==> src/rtl/sr_seq_pkg.sv <==
// Shared types and constants for the SR-latch pulse sequencer.
package sr_seq_pkg;

  typedef enum logic [1:0] {
    IDLE  = 2'd0,
    PULSE = 2'd1,
    GAP   = 2'd2,
    CHECK = 2'd3
  } state_e;

  localparam logic OP_SET = 1'b1;
  localparam logic OP_CLR = 1'b0;

  localparam logic REQ_A = 1'b0;
  localparam logic REQ_B = 1'b1;

endpackage

==> src/rtl/sr_rr_arbiter2.sv <==
// Two-way round-robin arbiter: grants one requester while enabled, then
// points priority at the other requester.
module sr_rr_arbiter2
  import sr_seq_pkg::*;
(
  input  logic clk,
  input  logic rst_n,
  input  logic en_i,
  input  logic req_a_i,
  input  logic req_b_i,
  output logic gnt_a_o,
  output logic gnt_b_o
);

  logic ptr_q, ptr_d;

  always_comb begin
    gnt_a_o = 1'b0;
    gnt_b_o = 1'b0;
    if (en_i) begin
      if (req_a_i && (!req_b_i || ptr_q == REQ_A)) gnt_a_o = 1'b1;
      else if (req_b_i)                             gnt_b_o = 1'b1;
    end
    ptr_d = ptr_q;
    if (gnt_a_o)      ptr_d = REQ_B;
    else if (gnt_b_o) ptr_d = REQ_A;
  end

  always_ff @(posedge clk or negedge rst_n) begin
    if (!rst_n) ptr_q <= REQ_A;
    else        ptr_q <= ptr_d;
  end

endmodule

==> src/rtl/sr_latch_pulse_sequencer.sv <==
// Drives timed active-low set/reset pulses into a bank of NAND SR latches.
// Optional readback check of the latch Q after each pulse: VERIFY_READBACK_EN.
module sr_latch_pulse_sequencer
  import sr_seq_pkg::*;
#(
  parameter  int N_LATCH   = 4,
  parameter  int PULSE_CYC = 2,
  parameter  int GAP_CYC   = 1,
  localparam int IW        = (N_LATCH > 1) ? $clog2(N_LATCH) : 1
) (
  input  logic               clk,
  input  logic               rst_n,
  input  logic               a_valid,
  input  logic [IW-1:0]      a_idx,
  input  logic               a_op,
  output logic               a_ready,
  input  logic               b_valid,
  input  logic [IW-1:0]      b_idx,
  input  logic               b_op,
  output logic               b_ready,
  output logic [N_LATCH-1:0] s_n,
  output logic [N_LATCH-1:0] r_n,
  input  logic [N_LATCH-1:0] q_in,
  output logic               busy,
  output logic               done,
  output logic               err
);

  localparam int CMAX = (PULSE_CYC > GAP_CYC) ? PULSE_CYC : GAP_CYC;
  localparam int CW   = $clog2(CMAX + 1);

  state_e             state_q, state_d;
  logic [CW-1:0]      cnt_q, cnt_d;
  logic [IW-1:0]      idx_q, idx_d;
  logic               op_q, op_d;
  logic [N_LATCH-1:0] s_n_q, s_n_d, r_n_q, r_n_d;
  logic               gnt_a, gnt_b;

  function automatic logic in_range(input logic [IW-1:0] i);
    return {1'b0, i} < (IW+1)'(N_LATCH);
  endfunction

  sr_rr_arbiter2 u_arb (
    .clk     (clk),
    .rst_n   (rst_n),
    .en_i    (state_q == IDLE),
    .req_a_i (a_valid),
    .req_b_i (b_valid),
    .gnt_a_o (gnt_a),
    .gnt_b_o (gnt_b)
  );

  always_comb begin
    state_d = state_q;
    cnt_d   = cnt_q;
    idx_d   = idx_q;
    op_d    = op_q;
    done    = 1'b0;
    case (state_q)
      IDLE: begin
        if (gnt_a) begin
          idx_d = a_idx; op_d = a_op; state_d = PULSE; cnt_d = '0;
        end else if (gnt_b) begin
          idx_d = b_idx; op_d = b_op; state_d = PULSE; cnt_d = '0;
        end
      end
      PULSE: begin
        if (cnt_q == CW'(PULSE_CYC - 1)) begin
          state_d = GAP; cnt_d = '0;
        end else cnt_d = cnt_q + 1'b1;
      end
      GAP: begin
        if (cnt_q == CW'(GAP_CYC - 1)) begin
          cnt_d = '0;
`ifdef VERIFY_READBACK_EN
          state_d = CHECK;
`else
          state_d = IDLE;
          done    = 1'b1;
`endif
        end else cnt_d = cnt_q + 1'b1;
      end
      CHECK: begin
        state_d = IDLE;
        done    = 1'b1;
      end
      default: state_d = IDLE;
    endcase
  end

  // Outputs decoded from next state so the pins come straight off flops.
  always_comb begin
    s_n_d = '1;
    r_n_d = '1;
    if (state_d == PULSE && in_range(idx_d)) begin
      if (op_d == OP_SET) s_n_d[idx_d] = 1'b0;
      else                r_n_d[idx_d] = 1'b0;
    end
  end

  always_ff @(posedge clk or negedge rst_n) begin
    if (!rst_n) begin
      state_q <= IDLE;
      cnt_q   <= '0;
      idx_q   <= '0;
      op_q    <= OP_CLR;
      s_n_q   <= '1;
      r_n_q   <= '1;
    end else begin
      state_q <= state_d;
      cnt_q   <= cnt_d;
      idx_q   <= idx_d;
      op_q    <= op_d;
      s_n_q   <= s_n_d;
      r_n_q   <= r_n_d;
    end
  end

  assign a_ready = gnt_a;
  assign b_ready = gnt_b;
  assign s_n     = s_n_q;
  assign r_n     = r_n_q;
  assign busy    = (state_q != IDLE);

`ifdef VERIFY_READBACK_EN
  logic [N_LATCH-1:0] q_s1_q, q_s2_q;
  logic               err_q;

  always_ff @(posedge clk or negedge rst_n) begin
    if (!rst_n) begin
      q_s1_q <= '0;
      q_s2_q <= '0;
      err_q  <= 1'b0;
    end else begin
      q_s1_q <= q_in;
      q_s2_q <= q_s1_q;
      if (state_q == CHECK && in_range(idx_q) && q_s2_q[idx_q] != op_q) err_q <= 1'b1;
    end
  end

  assign err = err_q;
`else
  logic unused_qin;
  assign unused_qin = ^q_in;
  assign err        = 1'b0;
`endif

  a_no_race: assert property (@(posedge clk) disable iff (!rst_n)
    $countones(~{s_n, r_n}) <= 1);

endmodule

==> config.mk <==
export PLATFORM = sky130hd
export DESIGN_NAME = sr_latch_pulse_sequencer
export DESIGN_NICKNAME = d
export VERILOG_FILES = /design/src/rtl/sr_seq_pkg.sv /design/src/rtl/sr_rr_arbiter2.sv /design/src/rtl/sr_latch_pulse_sequencer.sv
export SDC_FILE = /design/constraint.sdc
export NUM_CORES = 1
export LEC_CHECK = 0
export CAP_MARGIN = 25
export CORE_MARGIN = 3
export CORE_UTILIZATION = 25
export CTS_BUF_LIST = sky130_fd_sc_hd__clkbuf_4
export CTS_CLUSTER_DIAMETER = 200
export CTS_CLUSTER_SIZE = 28
export DETAILED_ROUTE_END_ITERATION = 10
export PLACE_DENSITY = 0.5
export SETUP_SLACK_MARGIN = 0.5
export SYNTH_ARGS = -nofsm -noshare
export SYNTH_HDL_FRONTEND = slang
export SYNTH_SLANG_ARGS = --single-unit
==> constraint.sdc <==
create_clock -name clk -period 2.1 [get_ports clk]
set_input_delay 0.315 -clock clk [delete_from_list [all_inputs] [get_ports clk]]
set_output_delay 0.315 -clock clk [all_outputs]
set_load 0.01 [all_outputs]
# After elaboration in Yosys (flattened, before gate mapping)
# Index checks and enable logic that the tools add are counted.
[word_totals] reg_bits=16 out_inout_bits=13 elab_cells=59
[classes] n_addsub=1 magnitude_cmp=2 n_eq_ne=6 n_mux=31 bitwise=2 reduce_logical=10
[ops] op="two-way mux 2 bit" count=11
[ops] op="two-way mux 4 bit" count=4
[ops] op="two-way mux 1 bit" count=12
[ops] op="case mux 2 bit (4 select lines)" count=1
[ops] op="equality test 2 x 1 -> 1 bit, second input constant" count=3
[ops] op="case mux 2 bit (3 select lines)" count=1
[ops] op="equality test 2 bit, second input constant" count=2
[ops] op="zero test 2 bit" count=2
[ops] op="NOT 4 bit" count=1
[ops] op="nonzero test 2 bit" count=2
[ops] op="< comparator 2 x 3 -> 1 bit, second input constant" count=1
[ops] op="inequality test 3 bit, second input constant" count=1
[ops] op="nonzero test 3 bit" count=1
[ops] op="adder 2 x 1 -> 2 bit, second input constant" count=1
[ops] op="demux 1 bit (select 2 bit)" count=1
[ops] op="greater-or-equal comparator 2 x 1 -> 1 bit, second input constant" count=1
[ops] op="logical AND 1 bit" count=2
[ops] op="case mux 1 bit (2 select lines)" count=1
[ops] op="AND reduction 2 bit" count=1
[ops] op="zero test 1 bit" count=1
[ops] op="logical OR 1 bit" count=1
[ops] op="NOT 1 bit" count=1

# Depth between registers and ports, before layout
# Gate-level depths: netlist (run 1).
[depth] ltp_word=15 mapped_depth=8 depth_no_buf=7

# Modules after synthesis
# A second synthesis (run 1) with hierarchy kept.
[unflattened] cells_unflattened=79 hier_area_um2=882.1
[modules_own_cells] module="sr_latch_pulse_sequencer" n_inst=1 cells_per_inst=71 area_each_um2=820.8 seq_area_each_um2=385.4
[modules_own_cells] module="sr_rr_arbiter2" n_inst=1 cells_per_inst=8 area_each_um2=61.3 seq_area_each_um2=25.0

# Worst setup path before layout (run 1)
# Ideal clock, no wire load.
[synth_path] kind="register to register" from="register state_q[1]" to="register s_n_q[0] (netlist: s_n[0])" arrival_time_ps=1551 path_slack_ps=452 path_stages_with_launch=8 n_path_buf=1 synth_period_minus_slack_ps=1648 cell_sequence="dfrtp_1 inv_1 ha_1 buf_2 o21a_2 nand2_1 a221oi_2 nand3_1"
[synth_via] elab_chain_cells=12 elab_cells_between_ends=26
[synth_lines] item="start: declaration" line_no="sr_latch_pulse_sequencer.sv:32" text="state_e state_q, state_d;"
[synth_lines] item="start signal: assignment" line_no="sr_latch_pulse_sequencer.sv:110" text="state_q <= state_d;"
[synth_lines] item="zero test 2 bit" line_no="sr_latch_pulse_sequencer.sv:46, sr_latch_pulse_sequencer.sv:59"
[synth_lines] item="two-way mux 1 bit" line_no="sr_rr_arbiter2.sv:20" text="if (en_i) begin"
[synth_lines] item="two-way mux 2 bit" line_no="sr_latch_pulse_sequencer.sv:63" text="end else if (gnt_b) begin"
[synth_lines] item="two-way mux 2 bit" line_no="sr_latch_pulse_sequencer.sv:61" text="if (gnt_a) begin"
[synth_lines] item="two-way mux 2 bit" line_no="sr_latch_pulse_sequencer.sv:59" text="case (state_q)"
[synth_lines] item="< comparator 2 x 3 -> 1 bit (not written as such) or greater-or-equal comparator 2 x 1 -> 1 bit (tied branches)" line_no="sr_latch_pulse_sequencer.sv:96" text="if (op_d == OP_SET) s_n_d[idx_d] = 1'b0;"
[synth_lines] item="logical AND 1 bit (not written as such)" line_no="sr_latch_pulse_sequencer.sv:96"
[synth_lines] item="two-way mux 1 bit (not written as such)" line_no="sr_latch_pulse_sequencer.sv:96"
[synth_lines] item="demux 1 bit (select 2 bit)" line_no="sr_latch_pulse_sequencer.sv:96"
[synth_lines] item="NOT 4 bit (no source line)"
[synth_lines] item="two-way mux 4 bit" line_no="sr_latch_pulse_sequencer.sv:96"
[synth_lines] item="two-way mux 4 bit (*)" line_no="sr_latch_pulse_sequencer.sv:95" text="if (state_d == PULSE && in_range(idx_d)) begin"
[synth_lines] item="named net s_n_d[0]" line_no="sr_latch_pulse_sequencer.sv:36" text="logic [N_LATCH-1:0] s_n_q, s_n_d, r_n_q, r_n_d;"
[synth_lines] item="end signal: assignment" line_no="sr_latch_pulse_sequencer.sv:114" text="s_n_q <= s_n_d;"
[synth_lines] item="end: declaration" line_no="sr_latch_pulse_sequencer.sv:36"
# The timed path passes the listed nets; every way through them passes the cells marked *.
# A chain may end at the register's enable or synchronous reset.

# Worst setup path after layout (run 1)
[layout_path] from="register state_q[0]" to="output done"
[layout_via] elab_chain_cells=2 elab_cells_between_ends=3
[layout_lines] item="equality test 2 bit" line_no="sr_latch_pulse_sequencer.sv:59"
[layout_lines] item="case mux 1 bit (2 select lines) (*)" line_no="sr_latch_pulse_sequencer.sv:59"
[layout_lines] item="end: declaration" line_no="sr_latch_pulse_sequencer.sv:25" text="output logic done,"
# Every way passes the cells marked *; elsewhere a longest branch is shown, timed or not.

==> key figures, run 1 <==
Run status
  – Status: finished, final reports clean

Pwr
  – Max IR drop VDD: 0.366 mV
  – Sw Pwr: 809 uW
  – PwrDens: 1360 nW/um2
  – Cell internal pwr: 1.13 mW
  – Power Total: 1.94 mW
  – LEAKAGE: 0.599 nW
  – Clock Power Share: 8.7%
  – Switching Share: 41.7%
  – Gate power share: 66.3%
  – Share of power burned in registers: 25.0%

Global routing
  – Vias in the first global route: 760
  – GRT Util Overall: 9.72%
  – GR peak layer: met2
  – GR Util met3: 1.66%
  – Congestion Overflow GR: 0
  – GR Layer Usage met2: 15.7%
  – Largest net degree at the start of global routing: 17
  – Grt met1 use: 12.8%
  – Wire length of the first global-routing pass: 3350 um
  – Initial antenna violation count: 0

Route
  – Initial DRC count: 25
  – TritonRoute pass-1 iters: 4
  – Antenna-violating nets left: 0
  – Avg WL per Cell: 12.4 um
  – Vias: 792
  – Post-Route WL: 2160 um
  – Drt drc: 0
  – Vias/cell: 4.55

Floorplanning
  – Row Count: 21
  – Die area: 4570 um2
  – Initial Util: 27.1%
  – Die Y: 67.6 um
  – Core box area: 3490 um2
  – IO Pins: 27
  – Die W: 67.6 um

Synthesis
  – Top cell type's share of synthesized area: 22.2%
  – Area leader, netlist: dfstp_2
  – Proportion of synthesized chip area in sequential cells: 43.3%
  – Syn nets: 111
  – FF+latch count, synth: 16
  – Synth top area cells: dfstp_2 (22%), dfrtp_1 (21%), ha_1 (11%)
  – Mapped Area: 948 um2
  – Distinct cells, synth: 35
  – Post-synthesis cell count: 89
  – Synth Area per Inst: 10.7 um2
  – Synth warnings: 0

Clock network
  – Num CTS Buffers: 3
  – TritonCTS Sinks: 16
  – Clk slew on worst S/H paths: 0.10 ns
  – Worst-Skew Late Latency: 0.28 ns
  – Clock Root Buffer: clkbuf_4
  – CTS tree: built
  – CTS max path bufs: 2
  – Max H-tree Level: 1

STA
  – TNS Setup: 0 ns
  – Fin crit share: 77.1%
  – Unrepaired setup endpoints after global routing: yes
  – Tightest Pin Transition: 0.724 ns
  – Max Slew Vio Count: 0
  – Worst Clk Skew: 0.00151 ns
  – Setup violations, final: 0
  – Max frequency: 617 MHz
  – Final Hold Vio Count: 0
  – Rel. slew slack: 51.6%
  – Tmin final: 1.62 ns

Critical path
  – Critical path data required time: 1.78 ns
  – CP endpoint kind: primary output
  – Crit path max fanout: 3
  – Crit Path Class: flop to primary output
  – Critical path launch point type: flop
  – Arrival time worst endpoint: 1.30 ns

Layout
  – Commonest non-fill, non-tap cell in the layout: buf_4
  – # nets final: 151
  – FF/Latch Area: 410 um2
  – Share of cells above drive strength 1: 44.5%
  – N_diodes: 0
  – Most frequent cells in the layout: buf_4 (13), dlygate4sd2_1 (10), dfrtp_1 (8), dfstp_2 (8), clkdlybuf4s50_1 (7)
  – Area Growth Syn to Fin: 50.9%
  – Area of the multi-input gates: 591 um2
  – Fin util: 41.0%
  – Fillers: 346

Job
  – Max-cap violation count: 0

Place
  – HPWL after DPL: 1590 um
  – Port Buffers: 21
  – Final GP Congestion: 0.715

Worst hold path
  – Worst Hold Class: input port to asynchronous set/reset pin
## state kept, by name (all words and copies together), names as in the netlist
register     count
r_n              4
s_n              4
idx_q            2
state_q          2
u_arb.ptr_q      1
op_q             1
cnt_q            2
## power groups by stage
stage               logic, mW  clock network [mW]  registers, mW
CTS                      1.12               0.173          0.486
floorplan               0.647                   0          0.519
global route             1.40               0.188          0.498
finish                   1.29               0.168          0.486
global placement         1.00                   0          0.497
detailed placement       1.01                   0          0.501
## layer usage
| metal | wire length (um) | part of all wire, % |
|---|---|---|
| met1 | 1010 | 47 |
| met2 | 1060 | 49 |
| met3 | 74 | 3.4 |
| met4 | 12 | 0.56 |
| met5 | 0 | 0 |
## metrics by stage
step / hold slack, ns / cells / cell area [um2] / setup WS (ns)
finish: 0.455 / 174 / 1430 / 0.480
global route: 0.511 / 174 / 1430 / 0.388
CTS: 0.482 / 170 / 1330 / 0.430
detailed placement: 0.539 / 160 / 1250 / 0.0784
global placement: 0.523 / 160 / 1250 / 0.0789
floorplan: 0.0194 / 89 / 953 / 0.510
## cell usage after synthesis
master / instances
dfrtp_1: 8
dfstp_2: 8
ha_1: 8
inv_1: 8
nand3_1: 6
nand2_1: 5
nand4_1: 4
a21oi_1: 3
nor2_1: 3
nor2b_1: 3
o22ai_1: 3
a21bo_2: 2
a221oi_4: 2
a22o_1: 2
inv_2: 2
nand2b_1: 2
o221ai_1: 2
a211oi_1: 1
a21boi_2: 1
a21o_1: 1
a21o_2: 1
a221oi_2: 1
a2bb2oi_1: 1
and2_4: 1
buf_2: 1
buf_4: 1
conb_1: 1
mux2i_1: 1
nor2_2: 1
nor3_1: 1
o21a_1: 1
o21a_2: 1
o21ai_0: 1
o21bai_1: 1
o2bb2ai_1: 1
## critical path: stages, from the launching register on
cell     delay [ns]
dfrtp_1        0.41
buf_4          0.15
ha_1           0.18
a21o_1         0.14
buf_2          0.13
## area by class of cell
cell class              count  area share (%)
well taps                  46            4.02
repair buffers             37            21.6
multi-input cells          61            41.3
inverters                  10            2.62
clock inverters             1           0.262
flip-flops and latches     16            28.7
clock buffers               3            1.57
## path summary, 6_finish.rpt
path,endpoint,depth (start not counted),slack (ns),startpoint
max in group asynchronous,idx_q[0],1,1.19,rst_n
min,idx_q[1],1,0.46,rst_n
min in group clk,u_arb.ptr_q,1,0.57,u_arb.ptr_q
max reg2reg,r_n[2],9,0.49,state_q[0]
max,done,4,0.48,state_q[0]
min reg2reg,u_arb.ptr_q,1,0.57,u_arb.ptr_q
## timing repair
| item | CTS | global route |
|---|---|---|
| resized for setup | 32 | 16 |
| buffers inserted | 6 | 4 |
| hold buffers | 0 | 0 |
| pin swaps | 4 | 9 |
| setup endpoints to repair | 22 | 14 |
## logic make-up (layout without fill, tap and decap cells)
kind of cell / Yosys count / after routing / share of synthesized area (%)
simple gates: 26 / 26 / 14.4
other cells: 1 / 1 / 0.395
fa+ha+maj: 8 / 8 / 10.6
buf+inv: 12 / 51 / 5.28
compound gates: 25 / 25 / 25.1
mux: 1 / 1 / 1.06
flops: 16 / 16 / 43.3
Power figures use the tool's default switching activity.
==> run 2, diff against run 1 <==
==> constraint.sdc (replaced) <==
create_clock -name clk -period 1.64 [get_ports clk]
set_input_delay 0.246 -clock clk [delete_from_list [all_inputs] [get_ports clk]]
set_output_delay 0.246 -clock clk [all_outputs]
set_load 0.01 [all_outputs]
==> key figures, run 2 (synthesis results as in run 1) <==
Run status
  – Status: finished with violations
  – Violations in the final reports: setup timing

STA
  – Final Hold Vio Count: 0
  – Setup violations, final: 1
  – Final hold slack: 0.283 ns
  – Unrepaired setup endpoints after global routing: yes
  – Tmin final: 1.65 ns
  – Max Slew Vio Count: 0
  – Final WS setup: -0.00851 ns
  – Fin crit share: 101%
  – Worst Clk Skew: 0.00170 ns
  – Max frequency: 607 MHz

Pwr
  – Cell internal pwr: 1.87 mW
  – LEAKAGE: 0.717 nW
  – Clock Power Share: 6.5%
  – Switching Share: 39.2%
  – Share of power burned in registers: 21.3%
  – Max IR drop VDD: 0.650 mV
  – PwrDens: 1840 nW/um2
  – Sw Pwr: 1.21 mW
  – Gate power share: 72.2%

Floorplanning
  – Core box area: 3490 um2
  – Die W: 67.6 um
  – Initial Util: 27.1%
  – Die area: 4570 um2
  – Row Count: 21
  – IO Pins: 27
  – Die Y: 67.6 um

Place
  – Placed Instances: 170
  – Final GP Congestion: 0.861
  – DP Worst Slack: -0.235 ns
  – Port Buffers: 21
  – HPWL after DPL: 1710 um

Global routing
  – GRT Util Overall: 11.7%
  – Vias in the first global route: 896
  – Wire length of the first global-routing pass: 4080 um
  – Congestion Overflow GR: 0
  – Initial antenna violation count: 0
  – Largest net degree at the start of global routing: 17

Route
  – Vias/cell: 4.52
  – Drt drc: 0
  – Avg WL per Cell: 12.5 um
  – TritonRoute pass-1 iters: 2
  – Antenna-violating nets left: 0
  – Initial DRC count: 31
  – Vias: 859
  – Post-Route WL: 2370 um

Critical path
  – Arrival time worst endpoint: 1.40 ns
  – Crit Path Class: flop to primary output
  – CP bufs+invs: 3
  – Worst reg2reg path depth: 8
  – Crit path max fanout: 4
  – R2r setup slk: 0.01 ns
  – Crit-path most repeated cell: buf_4
  – CP max-delay cell: dfrtp_1
  – Worst R2R Start: state_q[1]
  – Critical path data required time: 1.39 ns
  – CP endpoint kind: primary output
  – Cell family contributing the most delay on the critical path: buffers and inverters
  – Slowest stage delay, CP: 0.41 ns
  – RR Endpoint: s_n[0]
  – Crit-path cells: buf_4, buf_4, ha_4, a21o_1, buf_2
  – Critical path launch point type: flop

Clock network
  – TritonCTS Sinks: 16
  – CTS max path bufs: 2
  – CTS tree: built
  – Max H-tree Level: 1
  – Clock Root Buffer: clkbuf_4
  – Clk slew on worst S/H paths: 0.09 ns
  – CTS Hold Buffers Added: 0
  – Num CTS Buffers: 3
  – Worst-Skew Late Latency: 0.28 ns

Job
  – Max-cap violation count: 0

Layout
  – # nets final: 168
  – N_diodes: 0
  – Area of the multi-input gates: 644 um2
  – Area Growth Syn to Fin: 76.5%
  – Post-Layout Cell Count: 190
  – Fillers: 334
  – FF/Latch Area: 410 um2
  – Commonest non-fill, non-tap cell in the layout: buf_4
  – Share of cells above drive strength 1: 63.9%
  – Most frequent cells in the layout: buf_4 (28), buf_6 (15), clkdlybuf4s50_1 (9), dfrtp_1 (8), dfstp_2 (8)
  – Fin util: 47.9%

Worst hold path
  – Worst Hold Class: input port to asynchronous set/reset pin
-- run 2: layout make-up --
type                            instances  share of cell area, %
Inverter                               10                   2.69
Sequential cell                        16                   24.5
Timing Repair Buffer                   54                   29.5
Clock buffer                            3                   1.35
Multi-Input combinational cell         61                   38.5
Tap cell                               46                   3.44
-- run 2: timing repair --
item                                    in CTS  in global routing
pin swaps                                   15                  6
setup buffers                               14                  3
endpoints found under the setup margin      28                 28
gates resized for setup                     83                  6
-- run 2: metrics by stage --
stage / setup TNS, ns / area, um2 / total power, mW
floorplan: 0 / 1010 / 1.66
global placement: -2.42 / 1390 / 2.27
detailed placement: -2.63 / 1390 / 2.29
CTS: -0.0228 / 1630 / 2.98
global route: -0.774 / 1670 / 3.32
finish: -0.00851 / 1670 / 3.08
-- run 2: worst max-delay path by stage --
stage	startpoint	to	depth (start not counted)
after floorplan	state_q[1]	s_n[1]	7
after global placement	a_valid	a_ready	4
after detailed placement	a_valid	r_n[1]	7
after CTS	state_q[1]	done	5
after global routing	state_q[1]	s_n[1]	8
final	state_q[1]	done	5
-- run 2: per-layer routing --
metal  GRT usage (%)  part of all wire (%)  routed length, um
met1            14.9                    44               1050
met2            19.8                    51               1210
met3            3.00                   3.7                 88
met4            2.28                  0.68                 16
met5               0                     0                  0
-- run 2: worst reg2reg max path, delay by kind of cell, from the launching register on --
family	cells	cell delay (ns)
AOI/OAI and AO/OA	2	0.48
adders and majority gates	1	0.16
buffers and inverters	3	0.31
DFF	1	0.41
and+or+nand+nor	2	0.19
-- run 2: power by group through the flow --
stage / combinational (mW) / sequential (mW) / clock (mW)
2_1_floorplan: 0.989 / 0.669 / 0
6_report: 2.22 / 0.656 / 0.201
4_1_cts: 2.12 / 0.651 / 0.212
5_1_grt: 2.41 / 0.673 / 0.233
3_3_place_gp: 1.62 / 0.647 / 0
3_5_place_dp: 1.64 / 0.651 / 0
==> run 3, diff against run 2 <==
--- a/config.mk
+++ b/config.mk
@@ -7,12 +7,14 @@
 export LEC_CHECK = 0
 export CAP_MARGIN = 25
 export CORE_MARGIN = 3
-export CORE_UTILIZATION = 25
+export CORE_UTILIZATION = 35
 export CTS_BUF_LIST = sky130_fd_sc_hd__clkbuf_4
 export CTS_CLUSTER_DIAMETER = 200
 export CTS_CLUSTER_SIZE = 28
 export DETAILED_ROUTE_END_ITERATION = 10
-export PLACE_DENSITY = 0.5
+export GPL_TIMING_DRIVEN = 0
+export MAX_ROUTING_LAYER = met4
+export PLACE_DENSITY = 0.65
 export SETUP_SLACK_MARGIN = 0.5
 export SYNTH_ARGS = -nofsm -noshare
 export SYNTH_HDL_FRONTEND = slang
==> key figures, run 3 (synthesis results as in run 1) <==
Run status
  – Status: finished, final reports clean

Layout
  – Area Growth Syn to Fin: 74.7%
  – N_diodes: 0
  – Most frequent cells in the layout: buf_4 (18), buf_6 (18), dfstp_2 (8), dfrtp_1 (7), clkdlybuf4s50_1 (7)
  – Share of cells above drive strength 1: 68.3%
  – Fillers: 190
  – Post-Layout Cell Count: 169
  – # nets final: 162

Place
  – DP Worst Slack: -0.519 ns
  – Final GP Congestion: 0.804
  – HPWL after DPL: 1560 um
  – Port Buffers: 21
  – Placed Instances: 140

STA
  – Max Slew Vio Count: 0
  – Final Hold Vio Count: 0
  – Unrepaired setup endpoints after global routing: yes
  – Setup violations, final: 0
  – Tightest Pin Transition: 0.689 ns
  – Fin crit share: 98.7%
  – Final WS setup: 0.0218 ns
  – Rel. slew slack: 53.9%
  – Max frequency: 618 MHz
  – Worst Clk Skew: 0.00126 ns
  – Tmin final: 1.62 ns

Global routing
  – Initial antenna violation count: 0
  – Vias in the first global route: 851
  – Largest net degree at the start of global routing: 17
  – Congestion Overflow GR: 0
  – GRT Util Overall: 16.8%
  – Wire length of the first global-routing pass: 4150 um

Pwr
  – PwrDens: 1900 nW/um2
  – Max IR drop VDD: 1.29 mV
  – LEAKAGE: 0.699 nW
  – Power Total: 3.15 mW

Route
  – Drt drc: 0
  – Avg WL per Cell: 16.7 um
  – TritonRoute pass-1 iters: 4
  – Vias/cell: 5.14
  – Initial DRC count: 13
  – Post-Route WL: 2820 um
  – Vias: 868
  – Antenna-violating nets left: 0

Clock network
  – Max H-tree Level: 1
  – CTS max path bufs: 2
  – Worst-Skew Late Latency: 0.28 ns
  – Clock Root Buffer: clkbuf_4
  – CTS tree: built
  – TritonCTS Sinks: 16
  – Clk slew on worst S/H paths: 0.09 ns
  – Num CTS Buffers: 3
  – CTS Hold Buffers Added: 0

Critical path
  – Critical path launch point type: flop
  – Crit path max fanout: 5
  – Worst reg2reg path depth: 7
  – Arrival time worst endpoint: 1.84 ns
  – Critical path data required time: 1.86 ns
  – CP max-delay cell: dfrtp_2
  – CP endpoint kind: flop
  – Crit Path Class: flop to flop
  – Crit-path cells: inv_4, ha_4, and2_4, buf_6, a221oi_4, inv_2, nand4_1
  – Slowest stage delay, CP: 0.42 ns

Floorplanning
  – Die Y: 58.1 um
  – Row Count: 18
  – IO Pins: 27
  – Initial Util: 37.6%
  – Die W: 58.1 um
  – Core box area: 2520 um2
  – Die area: 3370 um2

Job
  – Max-cap violation count: 0

Worst hold path
  – Worst Hold Class: input port to asynchronous set/reset pin
[run 3: cell count changes in the layout (fill, tap and decap cells not counted), sizes merged]
cell,previous run,this run
clkdlybuf4s50,9,7
dlygate4sd2,0,2
clkinv,0,1
buf,45,39
[run 3: worst paths after layout]
path	slack (ns)	start	endpoint
setup reg to reg	0.02	state_q[1]	r_n[3]
min in group clk	0.57	u_arb.ptr_q	u_arb.ptr_q
max in group asynchronous	0.79	rst_n	state_q[1]
hold reg to reg	0.57	u_arb.ptr_q	u_arb.ptr_q
hold / removal	0.37	rst_n	idx_q[0]
setup / recovery	0.02	state_q[1]	r_n[3]
[run 3: what timing repair did]
item / in CTS / in global routing
endpoints found under the setup margin: 28 / 28
pin swaps: 17 / 9
buffers inserted: 19 / 6
resized for setup: 89 / 16
[run 3: through the flow]
step                      TNS, ns  hold slack [ns]  utilization [%]  area [um2]
after global routing       -0.217            0.425             65.7        1660
final                           0            0.374             65.7        1660
after global placement      -3.35            0.518             50.0        1260
after CTS                       0            0.391             61.9        1560
after floorplan                 0          -0.0496                -        1010
after detailed placement    -3.77            0.546             50.0        1260
[run 3: critical path: cells and delay by family (launching register included)]
| family | cells | cell delay, ns |
|---|---|---|
| DFF | 1 | 0.42 |
| AOI/OAI and AO/OA | 1 | 0.39 |
| buffers and inverters | 3 | 0.31 |
| and+or+nand+nor | 2 | 0.26 |
| adders and majority gates | 1 | 0.17 |
[run 3: power by group]
part	internal, mW	switching [mW]	leakage, nW
Clock	0.0883	0.124	0.0154
Sequential	0.567	0.103	0.183
Combinational	1.19	1.08	0.501
[run 3: area by class of cell]
class                           instances  area [um2]  share of cell area, %
Timing Repair Buffer                   46         428                   25.8
Buffer                                  2        22.5                   1.36
Tap cell                               30        37.5                   2.27
Clock buffer                            3        22.5                   1.36
Clock inverter                          1        3.75                  0.227
Inverter                               10        42.5                   2.57
Multi-Input combinational cell         61         688                   41.5
Sequential cell                        16         412                   24.8
[run 3: routing by layer]
layer	vias to the layer above	share of wire, %	track usage [%]
met5	-	0	-
met2	16	52	28.1
met1	432	43	20.2
met3	2	3.6	3.12
met4	0	1.2	5.96
li1	418	-	-
